File: config.mk
export PLATFORM = sky130hd
export DESIGN_NAME = thresh_ctrl_flat
export DESIGN_NICKNAME = d
export VERILOG_FILES = /design/src/rtl/thresh_if.sv /design/src/rtl/thresh_ctrl.sv /design/src/flat_wrapper.sv
export SDC_FILE = /design/constraint.sdc
export NUM_CORES = 1
export LEC_CHECK = 0
export BUFFER_PORTS_ARGS = -buffer_cell sky130_fd_sc_hd__buf_2
export CAP_MARGIN = 10
export CORE_MARGIN = 3
export CORE_UTILIZATION = 44
export DETAILED_ROUTE_END_ITERATION = 8
export PLACE_DENSITY = 0.63
export SLEW_MARGIN = 5
export SYNTH_ARGS = -nofsm -noshare
export SYNTH_HDL_FRONTEND = slang
export SYNTH_SLANG_ARGS = --single-unit
File: constraint.sdc
create_clock -name clk -period 2.93 [get_ports clk]
set_input_delay 0.293 -clock clk [delete_from_list [all_inputs] [get_ports clk]]
set_output_delay 0.293 -clock clk [all_outputs]
set_load 0.05 [all_outputs]
File: src/rtl/thresh_if.sv
// Command/status bundle between the command processor and the threshold DAC sequencer.
// The master side issues VIH/VIL writes; the slave side drives the PWM duties and status.
interface thresh_if;
  logic       wr_vih;
  logic       wr_vil;
  logic [7:0] wdata;
  logic [7:0] VIH;
  logic [7:0] VIL;
  logic       busy;
  logic       settled;
  logic       err;

  modport master (
    output wr_vih, wr_vil, wdata,
    input  VIH, VIL, busy, settled, err
  );

  modport slave (
    input  wr_vih, wr_vil, wdata,
    output VIH, VIL, busy, settled, err
  );
endinterface

File: src/rtl/thresh_ctrl.sv
// Dual-PWM threshold sequencer: validates VIH/VIL writes against the minimum gap and
// flags when the RC-filtered thresholds have settled. Define THRESH_RAMP_EN for 1-LSB ramping.
module thresh_ctrl #(
  parameter int SETTLE_CYCLES = 4096,
  parameter int MIN_GAP       = 8
`ifdef THRESH_RAMP_EN
  , parameter int RAMP_DIV    = 256
`endif
) (
  input logic      clk,
  input logic      rst_n,
  thresh_if.slave  bus
);

  localparam int CNT_W = (SETTLE_CYCLES > 1) ? $clog2(SETTLE_CYCLES) : 1;

  localparam logic [1:0] IDLE   = 2'd0;
  localparam logic [1:0] SETTLE = 2'd2;
`ifdef THRESH_RAMP_EN
  localparam logic [1:0] RAMP   = 2'd1;
  localparam int DIV_W = (RAMP_DIV > 1) ? $clog2(RAMP_DIV) : 1;
`endif

  logic [1:0]       state;
  logic [CNT_W-1:0] cnt;
  logic [7:0]       vih_tgt;
  logic [7:0]       vil_tgt;
  logic [7:0]       vih_q;
  logic [7:0]       vil_q;
  logic             busy_q;
  logic             settled_q;
  logic             err_q;
  logic             wr_vih_q;
  logic             wr_vil_q;
  logic [7:0]       wdata_q;
  logic             accept_vih;
  logic             accept_vil;
  logic             reject;
`ifdef THRESH_RAMP_EN
  logic [DIV_W-1:0] div;
`endif

  // 9-bit compare so that lo + MIN_GAP cannot wrap past 8'hFF
  function automatic logic gap_ok(input logic [7:0] hi, input logic [7:0] lo);
    return {1'b0, hi} >= ({1'b0, lo} + 9'(MIN_GAP));
  endfunction

`ifdef THRESH_RAMP_EN
  function automatic logic [7:0] step_toward(input logic [7:0] cur, input logic [7:0] tgt);
    if (cur < tgt)      return cur + 8'd1;
    else if (cur > tgt) return cur - 8'd1;
    else                return cur;
  endfunction
`endif

  always_comb begin
    accept_vih = wr_vih_q && !wr_vil_q && gap_ok(wdata_q, vil_tgt);
    accept_vil = wr_vil_q && !wr_vih_q && gap_ok(vih_tgt, wdata_q);
    reject     = (wr_vih_q || wr_vil_q) && !accept_vih && !accept_vil;
  end

  // Strobes are captured only while not busy, so writes during busy vanish without error
  always_ff @(posedge clk or negedge rst_n) begin
    if (!rst_n) begin
      state     <= SETTLE;
      cnt       <= '0;
      vih_tgt   <= 8'hAA;
      vil_tgt   <= 8'h55;
      vih_q     <= 8'hAA;
      vil_q     <= 8'h55;
      busy_q    <= 1'b1;
      settled_q <= 1'b0;
      err_q     <= 1'b0;
      wr_vih_q  <= 1'b0;
      wr_vil_q  <= 1'b0;
      wdata_q   <= 8'h00;
`ifdef THRESH_RAMP_EN
      div       <= '0;
`endif
    end else begin
      err_q    <= 1'b0;
      wr_vih_q <= bus.wr_vih && !busy_q;
      wr_vil_q <= bus.wr_vil && !busy_q;
      wdata_q  <= bus.wdata;
      case (state)
        IDLE: begin
          if (accept_vih || accept_vil) begin
            if (accept_vih) vih_tgt <= wdata_q;
            if (accept_vil) vil_tgt <= wdata_q;
            busy_q    <= 1'b1;
            settled_q <= 1'b0;
`ifdef THRESH_RAMP_EN
            state <= RAMP;
            div   <= '0;
`else
            if (accept_vih) vih_q <= wdata_q;
            if (accept_vil) vil_q <= wdata_q;
            state <= SETTLE;
            cnt   <= '0;
`endif
          end else if (reject) begin
            err_q <= 1'b1;
          end
        end
`ifdef THRESH_RAMP_EN
        RAMP: begin
          if (vih_q == vih_tgt && vil_q == vil_tgt) begin
            state <= SETTLE;
            cnt   <= '0;
            div   <= '0;
          end else if (div == DIV_W'(RAMP_DIV - 1)) begin
            div   <= '0;
            vih_q <= step_toward(vih_q, vih_tgt);
            vil_q <= step_toward(vil_q, vil_tgt);
          end else begin
            div <= div + 1'b1;
          end
        end
`endif
        SETTLE: begin
          if (cnt == CNT_W'(SETTLE_CYCLES - 1)) begin
            state     <= IDLE;
            busy_q    <= 1'b0;
            settled_q <= 1'b1;
          end else begin
            cnt <= cnt + 1'b1;
          end
        end
        default: begin
          state <= SETTLE;
          cnt   <= '0;
        end
      endcase
    end
  end

  assign bus.VIH     = vih_q;
  assign bus.VIL     = vil_q;
  assign bus.busy    = busy_q;
  assign bus.settled = settled_q;
  assign bus.err     = err_q;

endmodule

File: src/flat_wrapper.sv
// flat-port wrapper written by rule: the top's interface ports become plain ports
module thresh_ctrl_flat 
#(
  parameter int SETTLE_CYCLES = 4096,
  parameter int MIN_GAP       = 8

)
  (clk, rst_n, bus_wr_vih, bus_wr_vil, bus_wdata, bus_VIH, bus_VIL, bus_busy, bus_settled, bus_err);
  thresh_if bus_i ();
  input logic clk;
  input logic rst_n;
  input wire logic [$bits(bus_i.wr_vih)-1:0] bus_wr_vih;
  input wire logic [$bits(bus_i.wr_vil)-1:0] bus_wr_vil;
  input wire logic [$bits(bus_i.wdata)-1:0] bus_wdata;
  output wire logic [$bits(bus_i.VIH)-1:0] bus_VIH;
  output wire logic [$bits(bus_i.VIL)-1:0] bus_VIL;
  output wire logic [$bits(bus_i.busy)-1:0] bus_busy;
  output wire logic [$bits(bus_i.settled)-1:0] bus_settled;
  output wire logic [$bits(bus_i.err)-1:0] bus_err;
  assign bus_i.wr_vih = bus_wr_vih;
  assign bus_i.wr_vil = bus_wr_vil;
  assign bus_i.wdata = bus_wdata;
  assign bus_VIH = bus_i.VIH;
  assign bus_VIL = bus_i.VIL;
  assign bus_busy = bus_i.busy;
  assign bus_settled = bus_i.settled;
  assign bus_err = bus_i.err;
  thresh_ctrl #(.SETTLE_CYCLES(SETTLE_CYCLES), .MIN_GAP(MIN_GAP)) u_core (.clk(clk), .rst_n(rst_n), .bus(bus_i));
endmodule
==> Word level (Yosys, flattened, before mapping) <==
Index checks and enable logic that the tools add are counted.
{ "word_totals": {"reg_bits": 43, "latch_bits": 0, "ramBits": 0, "romBits": 0, "input_bits": 12, "output_inout_bits": 19, "memories": 0} }
{ "op_classes": {"addsub": 3, "mul": 0, "div": 0, "order_cmp": 2, "n_eq_ne": 5, "shifts": 0, "muxes": 15, "bitwise": 0, "n_reduce_logical": 22} }
{ "ops": {"columns": ["cell", "count"], "rows": [
  ["$mux 12", 2],
  ["$pmux 12 s2", 1],
  ["$add 8x4->9 const B", 2],
  ["$ge 8x9->1", 2],
  ["$add 12x1->12 const B", 1],
  ["$eq 12x12->1 const B", 1],
  ["$reduce_and 3->1", 3],
  ["$logic_and 1x1->1", 8],
  ["$mux 1", 7],
  ["$logic_not 1->1", 5],
  ["$mux 2", 2],
  ["$ne 2x1->1 const B", 2],
  ["$pmux 1 s2", 2],
  ["$pmux 2 s2", 1],
  ["$reduce_and 2->1", 2],
  ["$eq 2x2->1 const B", 1],
  ["$logic_not 2->1", 1],
  ["$logic_or 1x1->1", 2],
  ["$ne 2x2->1 const B", 1],
  ["$reduce_bool 2->1", 1]
]} }

==> Longest topological paths before layout <==
Gate-level depths: netlist (run 1).
{ "logic_depth": {"ltp_word": 9, "ltp_mapped": 10, "ltp_nobuf": 9} }

==> Worst setup path before layout (run 1) <==
OpenSTA, ideal clock, no wires.
{ "synth_timing": {"kind": "flip-flop to flip-flop", "from": "register u_core.vil_tgt[3]", "to": "register u_core.busy_q (netlist: u_core.bus.busy)", "arrival_time_ps": 2553, "setup_slack_ps": 285, "path_stages_with_launch": 9, "synth_period_minus_slack_ps": 2645, "path_cell_list": "dfrtp_1 -> ha_1 -> nand3_1 -> xor2_1 -> ha_1 -> a211o_1 -> o311ai_2 -> nor2_2 -> or3_2"} }
{ "synth_via": {"elab_chain_cells": 6} }
{ "synth_rtl": {"columns": ["item", "line_no", "source"], "rows": [
  ["from (decl)", "thresh_ctrl.sv:27", "logic [7:0] vil_tgt;"],
  ["from (signal assigned)", "thresh_ctrl.sv:89", "if (accept_vil) vil_tgt <= wdata_q;"],
  ["$add 8x4->9", "thresh_ctrl.sv:45", "return {1'b0, hi} >= ({1'b0, lo} + 9'(MIN_GAP));"],
  ["$ge 8x9->1", "thresh_ctrl.sv:45", null],
  ["$logic_and 1x1->1", "thresh_ctrl.sv:57", "accept_vih = wr_vih_q && !wr_vil_q && gap_ok(wdata_q, vil_tgt);"],
  ["$logic_or 1x1->1", "thresh_ctrl.sv:87", "if (accept_vih || accept_vil) begin"],
  ["$ne 2x1->1 (no source line)", null, null],
  ["$reduce_and 3->1 (no source line)", null, null],
  ["to (signal assigned)", "thresh_ctrl.sv:71", "busy_q <= 1'b1;"],
  ["to (signal assigned)", "thresh_ctrl.sv:90", "busy_q <= 1'b1;"],
  ["to (signal assigned)", "thresh_ctrl.sv:123", "busy_q <= 1'b0;"],
  ["to (decl)", "thresh_ctrl.sv:30", "logic busy_q;"]
]} }
No other way between the ends.
A chain may end at the register's enable or synchronous reset.

==> Worst setup path after layout (run 1) <==
{ "layout_timing": {"from": "register u_core.vil_tgt[4]", "to": "register u_core.vih_tgt[6]"} }
{ "layout_via": {"elab_chain_cells": 5} }
{ "layout_rtl": {"columns": ["item", "line_no", "source"], "rows": [
  ["$add 8x4->9 *", "thresh_ctrl.sv:45", null],
  ["$ge 8x9->1 *", "thresh_ctrl.sv:45", null],
  ["$logic_and 1x1->1 *", "thresh_ctrl.sv:57", null],
  ["$logic_or 1x1->1", "thresh_ctrl.sv:87", null],
  ["$reduce_and 3->1 (no source line) *", null, null],
  ["to (signal assigned)", "thresh_ctrl.sv:88", "if (accept_vih) vih_tgt <= wdata_q;"],
  ["to (decl)", "thresh_ctrl.sv:26", "logic [7:0] vih_tgt;"]
]} }
Every way passes the cells marked *; elsewhere a longest branch is shown, timed or not.

==> impl_metrics.env, run 1 <==
export IMPL_syn2layout_area_growth_pct=13.4
export IMPL_peakVddDrop_v=0.000648
export IMPL_place_congestion=0.751
export IMPL_ys_ff_latch=41
export IMPL_worst_endpoint_required_ns=3.11
export IMPL_start_util_pct=46.6
export IMPL_synth_edf_count=0
export IMPL_skew_ns=0.0110
export IMPL_critPathKind="flop to flop"
export IMPL_period_minus_slack_ns=2.77
export IMPL_dp_cells=301
export IMPL_grt_pass1_wl_mm=7.66
export IMPL_wl_per_cell_um=14.5
export IMPL_layout_cells_non_filler=309
export IMPL_yosysTopAreaCell="dfrtp_1"
export IMPL_ys_top_cells_by_area="dfrtp_1, ha_1, dfstp_2"
export IMPL_insertion_delay_ns=0.29
export IMPL_min_path_type="input pin to flop"
export IMPL_drive_gt1_share_pct=27.7
export IMPL_drc=0
export IMPL_clock_sinks=41
export IMPL_synth_top_flop_cell="dfrtp_1"
export IMPL_cellPowerDensity_nw_per_um2=1010
export IMPL_ys_types=46
export IMPL_dp_hpwl_mm=3.22
export IMPL_diodes=0
export IMPL_power_leakage_nw=1.19
export IMPL_place_worst_setup_slack_ns=0.154
export IMPL_syn_num_nets=239
export IMPL_synth_warnings=0
export IMPL_whs_ns=0.100
export IMPL_critical_path_max_fanout=10
export IMPL_hold_buffers=0
export IMPL_syn_area_per_cell_sq_um=10.9
export IMPL_drt_initial_drc_count=105
export IMPL_fp_dieW_um=77.6
export IMPL_synth_seq_area_share_pct=45.9
export IMPL_clk_pin_slew_ns=0.09
export IMPL_fin_crit_sh_pct=94.4
export IMPL_synth_top_area_share_pct=35.5
export IMPL_grt_max_degree=42
export IMPL_hold_violations=0
export IMPL_nNetsFinal=272
export IMPL_io_pins=31
export IMPL_maxSlewViolCount=0
export IMPL_die_height_um=77.6
export IMPL_grt_overflow=0
export IMPL_via_count=1638
export IMPL_fin_ws_ns=0.163
export IMPL_crit_arrival_ns=2.94
export IMPL_grt_pass1_vias=1560
export IMPL_tightest_slew_ns=0.898
export IMPL_crit_path_start_kind="flop"
export IMPL_rsz0062_at_grt="false"
export IMPL_routed_via_density=5.30
export IMPL_max_freq_mhz=361
export IMPL_htreeDepth=2
export IMPL_die_area_sq_um=6030
export IMPL_drv_cap=0
export IMPL_status="finished, final reports clean"
export IMPL_setup_violations_final=0
export IMPL_portBuffers=30
export IMPL_postSynthCellCount=208
export IMPL_total_power_mw=2.59
export IMPL_track_usage_pct=16.0
export IMPL_totalWireLength_mm=4.47
export IMPL_final_antenna_net_count=0
export IMPL_numCtsBuffers=5
export IMPL_first_pass_iters=6
export IMPL_cts_buffer_depth=2
export IMPL_rows=25
export IMPL_synth_area_sq_um=2260
export IMPL_cts_root_buf="clkbuf_8"
export IMPL_synthArstFlopShare_pct=100
export IMPL_slew_headroom_pct=40.1
export IMPL_cts_tree="done"
export IMPL_core_area_sq_um=4850
export IMPL_timing_setup_tns_ns=0
export IMPL_crit_path_end_kind="flop"
export IMPL_antenna_found_initial=0
routing by layer:
layer / up-vias / track usage [%] / share of wire, %
met3: 4 / 3.83 / 3.5
li1: 827 / - / -
met2: 26 / 22.6 / 43
met5: - / 0 / 0
met4: 0 / 5.69 / 1.0
met1: 781 / 23.5 / 52
synthesized netlist by cell type (2+ instances only):
| cell type | count |
|---|---|
| a21o_1 | 4 |
| a21oi_1 | 11 |
| a31oi_1 | 2 |
| and3_1 | 4 |
| and4_1 | 4 |
| buf_6 | 3 |
| clkbuf_1 | 2 |
| dfrtp_1 | 32 |
| dfstp_2 | 9 |
| ha_1 | 19 |
| inv_1 | 16 |
| mux2_2 | 11 |
| mux2_4 | 2 |
| mux2i_1 | 3 |
| nand2_1 | 15 |
| nand3_1 | 10 |
| nand4_1 | 3 |
| nor2_1 | 3 |
| nor2b_1 | 3 |
| nor3_1 | 3 |
| o211ai_1 | 3 |
| o21ai_0 | 13 |
| o41ai_1 | 4 |
| xnor2_1 | 5 |
| xor2_1 | 3 |
stage by stage:
stage | util (%) | instance area, sq um
final | 52.8 | 2560
after global routing | 52.8 | 2560
after CTS | 52.6 | 2550
after detailed placement | 50.8 | 2460
after global placement | 50.8 | 2460
after floorplan | - | 2260
cell usage in the layout (no fill, tap or decap), drive strengths merged, types with 4 or more instances in the layout:
cell    synthesis  layout
nor3            4       4
nand2          15      15
buf             4      32
mux2           13      13
nor2            4       4
o41ai           4       4
a21oi          11      11
and4            4       4
ha             19      19
xnor2           5       5
clkbuf          2       5
dfrtp          32      32
o21ai          14      14
nand3          10      10
a21o            4       4
dfstp           9       9
and3            4       4
inv            16      17
state kept, by name, summed over array words and instances (netlist names), 8 cells and up:
register	count
u_core.cnt	12
u_core.vih_tgt	8
u_core.vil_tgt	8
u_core.wdata_q	8
where the power goes:
group / switching (mW) / internal, mW
sequential: 0.206 / 0.781
clock: 0.202 / 0.169
combinational: 0.820 / 0.411
total: 1.23 / 1.36
critical path, stage by stage (launching register included):
cell	delay (ns)
dfstp_2	0.57
ha_1	0.19
nand3_1	0.10
xor2_1	0.17
ha_1	0.30
o21ai_0	0.08
o21bai_1	0.21
o311ai_4	0.16
nor2_2	0.48
mux2_2	0.40
logic make-up (layout without fill, tap and decap cells):
| family | count (synthesis) | in the layout | share of synthesized area (%) |
|---|---|---|---|
| buffers and inverters | 23 | 57 | 4.88 |
| AND/OR/NAND/NOR | 51 | 51 | 12.4 |
| AO/OA/AOI/OAI | 50 | 50 | 15.1 |
| flip-flops | 41 | 41 | 45.9 |
| multiplexers | 16 | 16 | 8.14 |
| XOR/XNOR | 8 | 8 | 3.10 |
| adder cells (fa/ha/maj) | 19 | 19 | 10.5 |
final timing paths:
check,from,endpoint,depth (start not counted),slack (ns)
worst max register to register,u_core.vil_tgt[4],u_core.vih_tgt[6],9,0.16
worst min register to register,u_core.vil_tgt[2],u_core.vil_tgt[2],2,0.51
worst max-delay path,u_core.vil_tgt[4],u_core.vih_tgt[6],9,0.16
min in group asynchronous,rst_n,u_core.vih_tgt[4],1,0.12
max in group asynchronous,rst_n,u_core.vil_tgt[7],1,2.24
worst min-delay path,bus_wdata[4],u_core.wdata_q[4],1,0.10
final cells by class:
class	instances	area [sq um]
well taps	67	83.8
multi-input cells	144	1120
fillers	460	2290
inverters	17	63.8
clock buffers	5	68.8
flip-flops and latches	41	1040
repair buffers	32	165
clock inverters	3	21.3
what timing repair did:
| action | 4_1_cts | 5_1_grt |
|---|---|---|
| setup buffers | 0 | 0 |
| endpoints found under the setup margin | 0 | 3 |
| resized for setup | 0 | 1 |
(Power assumes the default switching activity.)
==> run 2, diff against run 1 <==
--- a/config.mk
+++ b/config.mk
@@ -11,6 +11,7 @@
 export CORE_UTILIZATION = 44
 export DETAILED_ROUTE_END_ITERATION = 8
 export PLACE_DENSITY = 0.63
+export RECOVER_POWER = 50
 export SLEW_MARGIN = 5
 export SYNTH_ARGS = -nofsm -noshare
 export SYNTH_HDL_FRONTEND = slang
==> run 2 against run 1 <==
Utilization about the same; maximum frequency hardly changed; the flow now finishes with violations (capacitance limit, slew limit); sequential power is essentially flat; first-iteration DRC count up 0.95%; clock skew about the same; hold slack barely moved.
==> impl_metrics.env, run 2 (same netlist as run 1, synthesis figures left out) <==
export IMPL_status="complete, but fails checks"
export IMPL_violations="capacitance limit, slew limit"
export IMPL_final_antenna_net_count=0
export IMPL_place_congestion=0.751
export IMPL_critical_path_max_fanout=10
export IMPL_crit_arrival_ns=2.94
export IMPL_hp_start="bus_wdata[4]"
export IMPL_combPwrFrac_pct=47.6
export IMPL_whs_endpoint="u_core.wdata_q[4]"
export IMPL_cts_buffer_depth=2
export IMPL_insertion_delay_ns=0.29
export IMPL_drc=0
export IMPL_p_switching_mw=1.23
export IMPL_layout_cells_non_filler=309
export IMPL_dp_cells=301
export IMPL_critPathKind="flop to flop"
export IMPL_r2r_setup_slack_ns=0.17
export IMPL_portBuffers=30
export IMPL_final_common_cell="dfrtp_1"
export IMPL_largest_register_ffs=12
export IMPL_fp_dieW_um=77.6
export IMPL_final_cell_mix="dfrtp_1, buf_2, ha_1"
export IMPL_drv_cap=1
export IMPL_drt_initial_drc_count=106
export IMPL_slew_headroom_pct=-41.9
export IMPL_skew_ns=0.0110
export IMPL_min_path_type="input pin to flop"
export IMPL_p_sw_share_pct=47.5
export IMPL_timing_setup_tns_ns=0
export IMPL_core_area_sq_um=4850
export IMPL_reg2regPathDepth=9
export IMPL_whs_path_depth=1
export IMPL_start_util_pct=46.6
export IMPL_clock_power_share_pct=14.3
export IMPL_grt_pass1_wl_mm=7.66
export IMPL_max_freq_mhz=362
export IMPL_period_minus_slack_ns=2.76
export IMPL_first_pass_iters=6
export IMPL_diodes=0
export IMPL_htreeDepth=2
export IMPL_wl_per_cell_um=14.4
export IMPL_pwr_share_seq_pct=38.1
export IMPL_rows=25
export IMPL_nFillCells=459
export IMPL_clk_pin_slew_ns=0.09
export IMPL_syn2layout_area_growth_pct=13.4
export IMPL_io_pins=31
export IMPL_r2r_start="u_core.vil_tgt[4]"
export IMPL_die_area_sq_um=6030
export IMPL_fin_crit_sh_pct=94.4
export IMPL_nNetsFinal=272
export IMPL_die_height_um=77.6
export IMPL_grt_overflow=0
export IMPL_largest_register="u_core.cnt"
export IMPL_track_usage_pct=16.0
export IMPL_grt_pass1_vias=1560
export IMPL_hold_buffers=0
export IMPL_tightest_slew_ns=2.13
export IMPL_dp_hpwl_mm=3.22
export IMPL_peakVddDrop_v=0.000646
export IMPL_totalWireLength_mm=4.46
export IMPL_maxSlewViolCount=42
export IMPL_routed_via_density=5.30
export IMPL_antenna_found_initial=0
export IMPL_grt_max_degree=42
export IMPL_power_leakage_nw=1.18
export IMPL_numCtsBuffers=5
export IMPL_crit_path_start_kind="flop"
export IMPL_hold_violations=0
export IMPL_worst_endpoint_required_ns=3.11
export IMPL_drive_gt1_share_pct=26.9
export IMPL_r2r_end="u_core.vih_tgt[6]"
export IMPL_clock_sinks=41
export IMPL_rsz0062_at_grt="false"
export IMPL_setup_violations_final=0
export IMPL_cts_tree="done"
export IMPL_crit_path_end_kind="flop"
export IMPL_intPower_mw=1.36
export IMPL_via_count=1637
export IMPL_cellPowerDensity_nw_per_um2=1010
export IMPL_cts_root_buf="clkbuf_8"
-- run 2: through the flow --
step / setup WS (ns) / hold WS [ns] / util [%] / instance area (sq um) / power (mW)
5_1_grt: 0.0110 / 0.0846 / 52.8 / 2560 / 2.79
6_report: 0.166 / 0.100 / 52.8 / 2560 / 2.59
3_5_place_dp: 0.154 / 0.402 / 50.8 / 2460 / 2.22
4_1_cts: 0.115 / 0.0916 / 52.6 / 2550 / 2.60
2_1_floorplan: 0.285 / -0.00259 / - / 2260 / 1.94
3_3_place_gp: 0.163 / 0.401 / 50.8 / 2460 / 2.21
-- run 2: metal layers --
metal	global-route usage, %	routed length, um	vias to the layer above	part of all wire (%)
met5	0	0	-	0
met4	5.69	46	0	1.0
met3	3.83	156	4	3.5
met2	22.6	1950	26	44
met1	23.5	2310	780	52
li1	-	-	827	-
-- run 2: final cells by class --
type                            instances  area (sq um)  share of cell area (%)
Sequential cell                        41          1040                    40.5
Clock inverter                          3          21.3                   0.831
Clock buffer                            5          68.8                    2.69
Tap cell                               67          83.8                    3.27
Multi-Input combinational cell        144          1120                    43.8
Timing Repair Buffer                   32           164                    6.40
Inverter                               17          63.8                    2.49
-- run 2: how the worst max path moves through the flow --
| stage | startpoint | endpoint | depth (start not counted) |
|---|---|---|---|
| floorplan | u_core.vil_tgt[3] | u_core.bus.busy | 8 |
| global placement | u_core.vil_tgt[4] | u_core.cnt[1] | 9 |
| CTS | u_core.vil_tgt[4] | u_core.cnt[8] | 9 |
| finish | u_core.vil_tgt[4] | u_core.vih_tgt[6] | 9 |
| global route | u_core.vil_tgt[4] | u_core.vih_tgt[6] | 9 |
| detailed placement | u_core.vil_tgt[4] | u_core.cnt[1] | 9 |
-- run 2: what timing repair did --
action                     4_1_cts  5_1_grt
gates resized for setup          0        1
hold endpoints to repair         0        0
setup endpoints to repair        0        3
setup buffers                    0        0
-- run 2: worst max-delay path: stages, from the launching register on --
cell and delay [ns]:
dfstp_2 0.57, ha_1 0.19, nand3_1 0.10, xor2_1 0.17, ha_1 0.30, o21ai_0 0.08, o21bai_1 0.21, o311ai_4 0.16
nor2_2 0.48, mux2_2 0.40
-- run 2: power by group through the flow --
stage	sequential, mW	clock, mW	combinational (mW)
2_1_floorplan	1.34	0	0.593
3_3_place_gp	0.993	0	1.21
3_5_place_dp	0.999	0	1.22
4_1_cts	0.988	0.386	1.23
5_1_grt	1.02	0.410	1.36
6_report	0.985	0.371	1.23
==> run 3, diff against run 2 <==
--- a/config.mk
+++ b/config.mk
@@ -6,12 +6,13 @@
 export NUM_CORES = 1
 export LEC_CHECK = 0
 export BUFFER_PORTS_ARGS = -buffer_cell sky130_fd_sc_hd__buf_2
-export CAP_MARGIN = 10
+export CAP_MARGIN = 20
 export CORE_MARGIN = 3
 export CORE_UTILIZATION = 44
 export DETAILED_ROUTE_END_ITERATION = 8
 export PLACE_DENSITY = 0.63
 export RECOVER_POWER = 50
+export REMOVE_ABC_BUFFERS = 1
 export SLEW_MARGIN = 5
 export SYNTH_ARGS = -nofsm -noshare
 export SYNTH_HDL_FRONTEND = slang
==> run 3 against run 2 <==
The run still ends with capacitance limit, slew limit left; global-route usage grew 0.40 points; cell count shrank 0.32%; sequential share of layout area shrank 0.059 points; critical path depth is the same; utilization grew 0.077 points; register-to-register slack gained 0.03 ns; critical path type unchanged; largest power group unchanged.
==> impl_metrics.env, run 3 (same netlist as run 1, synthesis figures left out) <==
export IMPL_status="complete, but fails checks"
export IMPL_violations="capacitance limit, slew limit"
export IMPL_fin_crit_sh_pct=93.5
export IMPL_place_congestion=0.810
export IMPL_crit_path_end_kind="flop"
export IMPL_io_pins=31
export IMPL_portBuffers=30
export IMPL_reg2regPathDepth=9
export IMPL_rows=25
export IMPL_r2r_setup_slack_ns=0.19
export IMPL_cts_buffer_depth=2
export IMPL_via_count=1642
export IMPL_slew_headroom_pct=-45.1
export IMPL_r2r_start="u_core.vil_tgt[4]"
export IMPL_grt_util_met3_pct=3.83
export IMPL_dp_hpwl_mm=3.16
export IMPL_fp_dieW_um=77.6
export IMPL_totalWireLength_mm=4.51
export IMPL_max_freq_mhz=365
export IMPL_cts_resized_gates=0
export IMPL_critical_path_max_fanout=13
export IMPL_die_height_um=77.6
export IMPL_whs_endpoint="u_core.wdata_q[3]"
export IMPL_hp_start="bus_wdata[3]"
export IMPL_setup_violations_final=0
export IMPL_critPathKind="flop to flop"
export IMPL_largest_register="u_core.cnt"
export IMPL_routed_via_density=5.33
export IMPL_final_antenna_net_count=0
export IMPL_largest_register_ffs=12
export IMPL_grt_overflow=0
export IMPL_clock_sinks=41
export IMPL_wl_per_cell_um=14.6
export IMPL_hold_violations=0
export IMPL_numCtsBuffers=5
export IMPL_peakVddDrop_v=0.000583
export IMPL_grt_util_met1_pct=22.6
export IMPL_clk_pin_slew_ns=0.08
export IMPL_postLayoutCoreUtil_pct=52.9
export IMPL_diodes=0
export IMPL_tightest_slew_ns=2.18
export IMPL_drt_initial_drc_count=95
export IMPL_track_usage_pct=16.4
export IMPL_min_path_type="input pin to flop"
export IMPL_maxSlewViolCount=42
export IMPL_power_leakage_nw=1.19
export IMPL_skew_ns=0.00834
export IMPL_htreeDepth=2
export IMPL_first_pass_iters=4
export IMPL_whs_path_depth=1
export IMPL_hold_buffers=0
export IMPL_insertion_delay_ns=0.29
export IMPL_r2r_end="u_core.vih_tgt[4]"
export IMPL_cts_tree="done"
export IMPL_die_area_sq_um=6030
export IMPL_drv_cap=1
export IMPL_final_common_cell="dfrtp_1"
export IMPL_start_util_pct=46.6
export IMPL_nNetsFinal=272
export IMPL_grt_max_degree=42
export IMPL_final_cell_mix="dfrtp_1, buf_2, ha_1"
export IMPL_post_cts_buffers=0
export IMPL_worst_endpoint_required_ns=3.10
export IMPL_cts_root_buf="clkbuf_8"
export IMPL_grt_pass1_vias=1624
export IMPL_gr_usage_met2_pct=25.2
export IMPL_drc=0
export IMPL_crit_arrival_ns=2.91
export IMPL_syn2layout_area_growth_pct=13.5
export IMPL_rsz0062_at_grt="false"
export IMPL_crit_path_start_kind="flop"
export IMPL_grt_busiest_layer="met2"
export IMPL_cellPowerDensity_nw_per_um2=1030
export IMPL_antenna_found_initial=0
export IMPL_total_power_mw=2.65
export IMPL_core_area_sq_um=4850
export IMPL_grt_pass1_wl_mm=7.79
export IMPL_drive_gt1_share_pct=26.6
export IMPL_period_minus_slack_ns=2.74
export IMPL_timing_setup_tns_ns=0
-- run 3: cell count changes in the layout (fill, tap and decap cells not counted), sizes merged --
| cell | delta |
|---|---|
| bufinv | +1 |
| clkinvlp | -1 |
| inv | -1 |
-- run 3: metrics by stage --
| step | hold WS [ns] | cells | worst slack (ns) | area [sq um] |
|---|---|---|---|---|
| after global routing | 0.0823 | 308 | 0.0303 | 2560 |
| after detailed placement | 0.402 | 301 | 0.192 | 2460 |
| after CTS | 0.0915 | 308 | 0.163 | 2560 |
| after floorplan | -0.00259 | 202 | 0.176 | 2210 |
| after global placement | 0.401 | 301 | 0.258 | 2460 |
| final | 0.102 | 308 | 0.192 | 2560 |
-- run 3: worst max-delay path by stage --
stage / startpoint / end / slack, ns / cells after the start
6_report: u_core.vil_tgt[4] / u_core.vih_tgt[4] / 0.19 / 9
5_1_grt: u_core.vil_tgt[4] / u_core.vih_tgt[4] / 0.03 / 9
4_1_cts: u_core.vil_tgt[4] / u_core.vih_tgt[4] / 0.16 / 9
3_5_place_dp: u_core.vil_tgt[4] / u_core.vih_tgt[4] / 0.19 / 9
3_3_place_gp: u_core.vil_tgt[4] / u_core.vih_tgt[6] / 0.26 / 9
2_1_floorplan: u_core.vil_tgt[3] / u_core.bus.busy / 0.18 / 8
-- run 3: cell type report --
class | count | area, sq um
flip-flops and latches | 41 | 1040
inverters | 17 | 63.8
clock buffers | 5 | 68.8
well taps | 67 | 83.8
clock inverters | 2 | 35.0
repair buffers | 32 | 164
fillers | 447 | 2280
multi-input cells | 144 | 1110
-- run 3: report_power, final --
group / internal [mW] / switching (mW) / total, mW / leakage (nW)
Clock: 0.248 / 0.192 / 0.439 / 0.0540
Sequential: 0.779 / 0.191 / 0.970 / 0.499
Combinational: 0.415 / 0.828 / 1.24 / 0.640
Total: 1.44 / 1.21 / 2.65 / 1.19
-- run 3: worst max-delay path: stages (launching register included) --
cell	delay, ns
dfstp_2	0.55
ha_1	0.17
nand3_1	0.09
xor2_1	0.15
ha_1	0.29
o21ai_0	0.07
o21bai_1	0.16
o311ai_2	0.17
nor2_2	0.53
mux2_2	0.42
-- run 3: per-layer routing --
metal / part of all wire (%) / routed length [um] / up-vias
met3: 3.7 / 166 / 5
met4: 1.0 / 45 / 0
met2: 45 / 2050 / 35
li1: - / - / 826
met1: 50 / 2250 / 776
met5: 0 / 0 / -
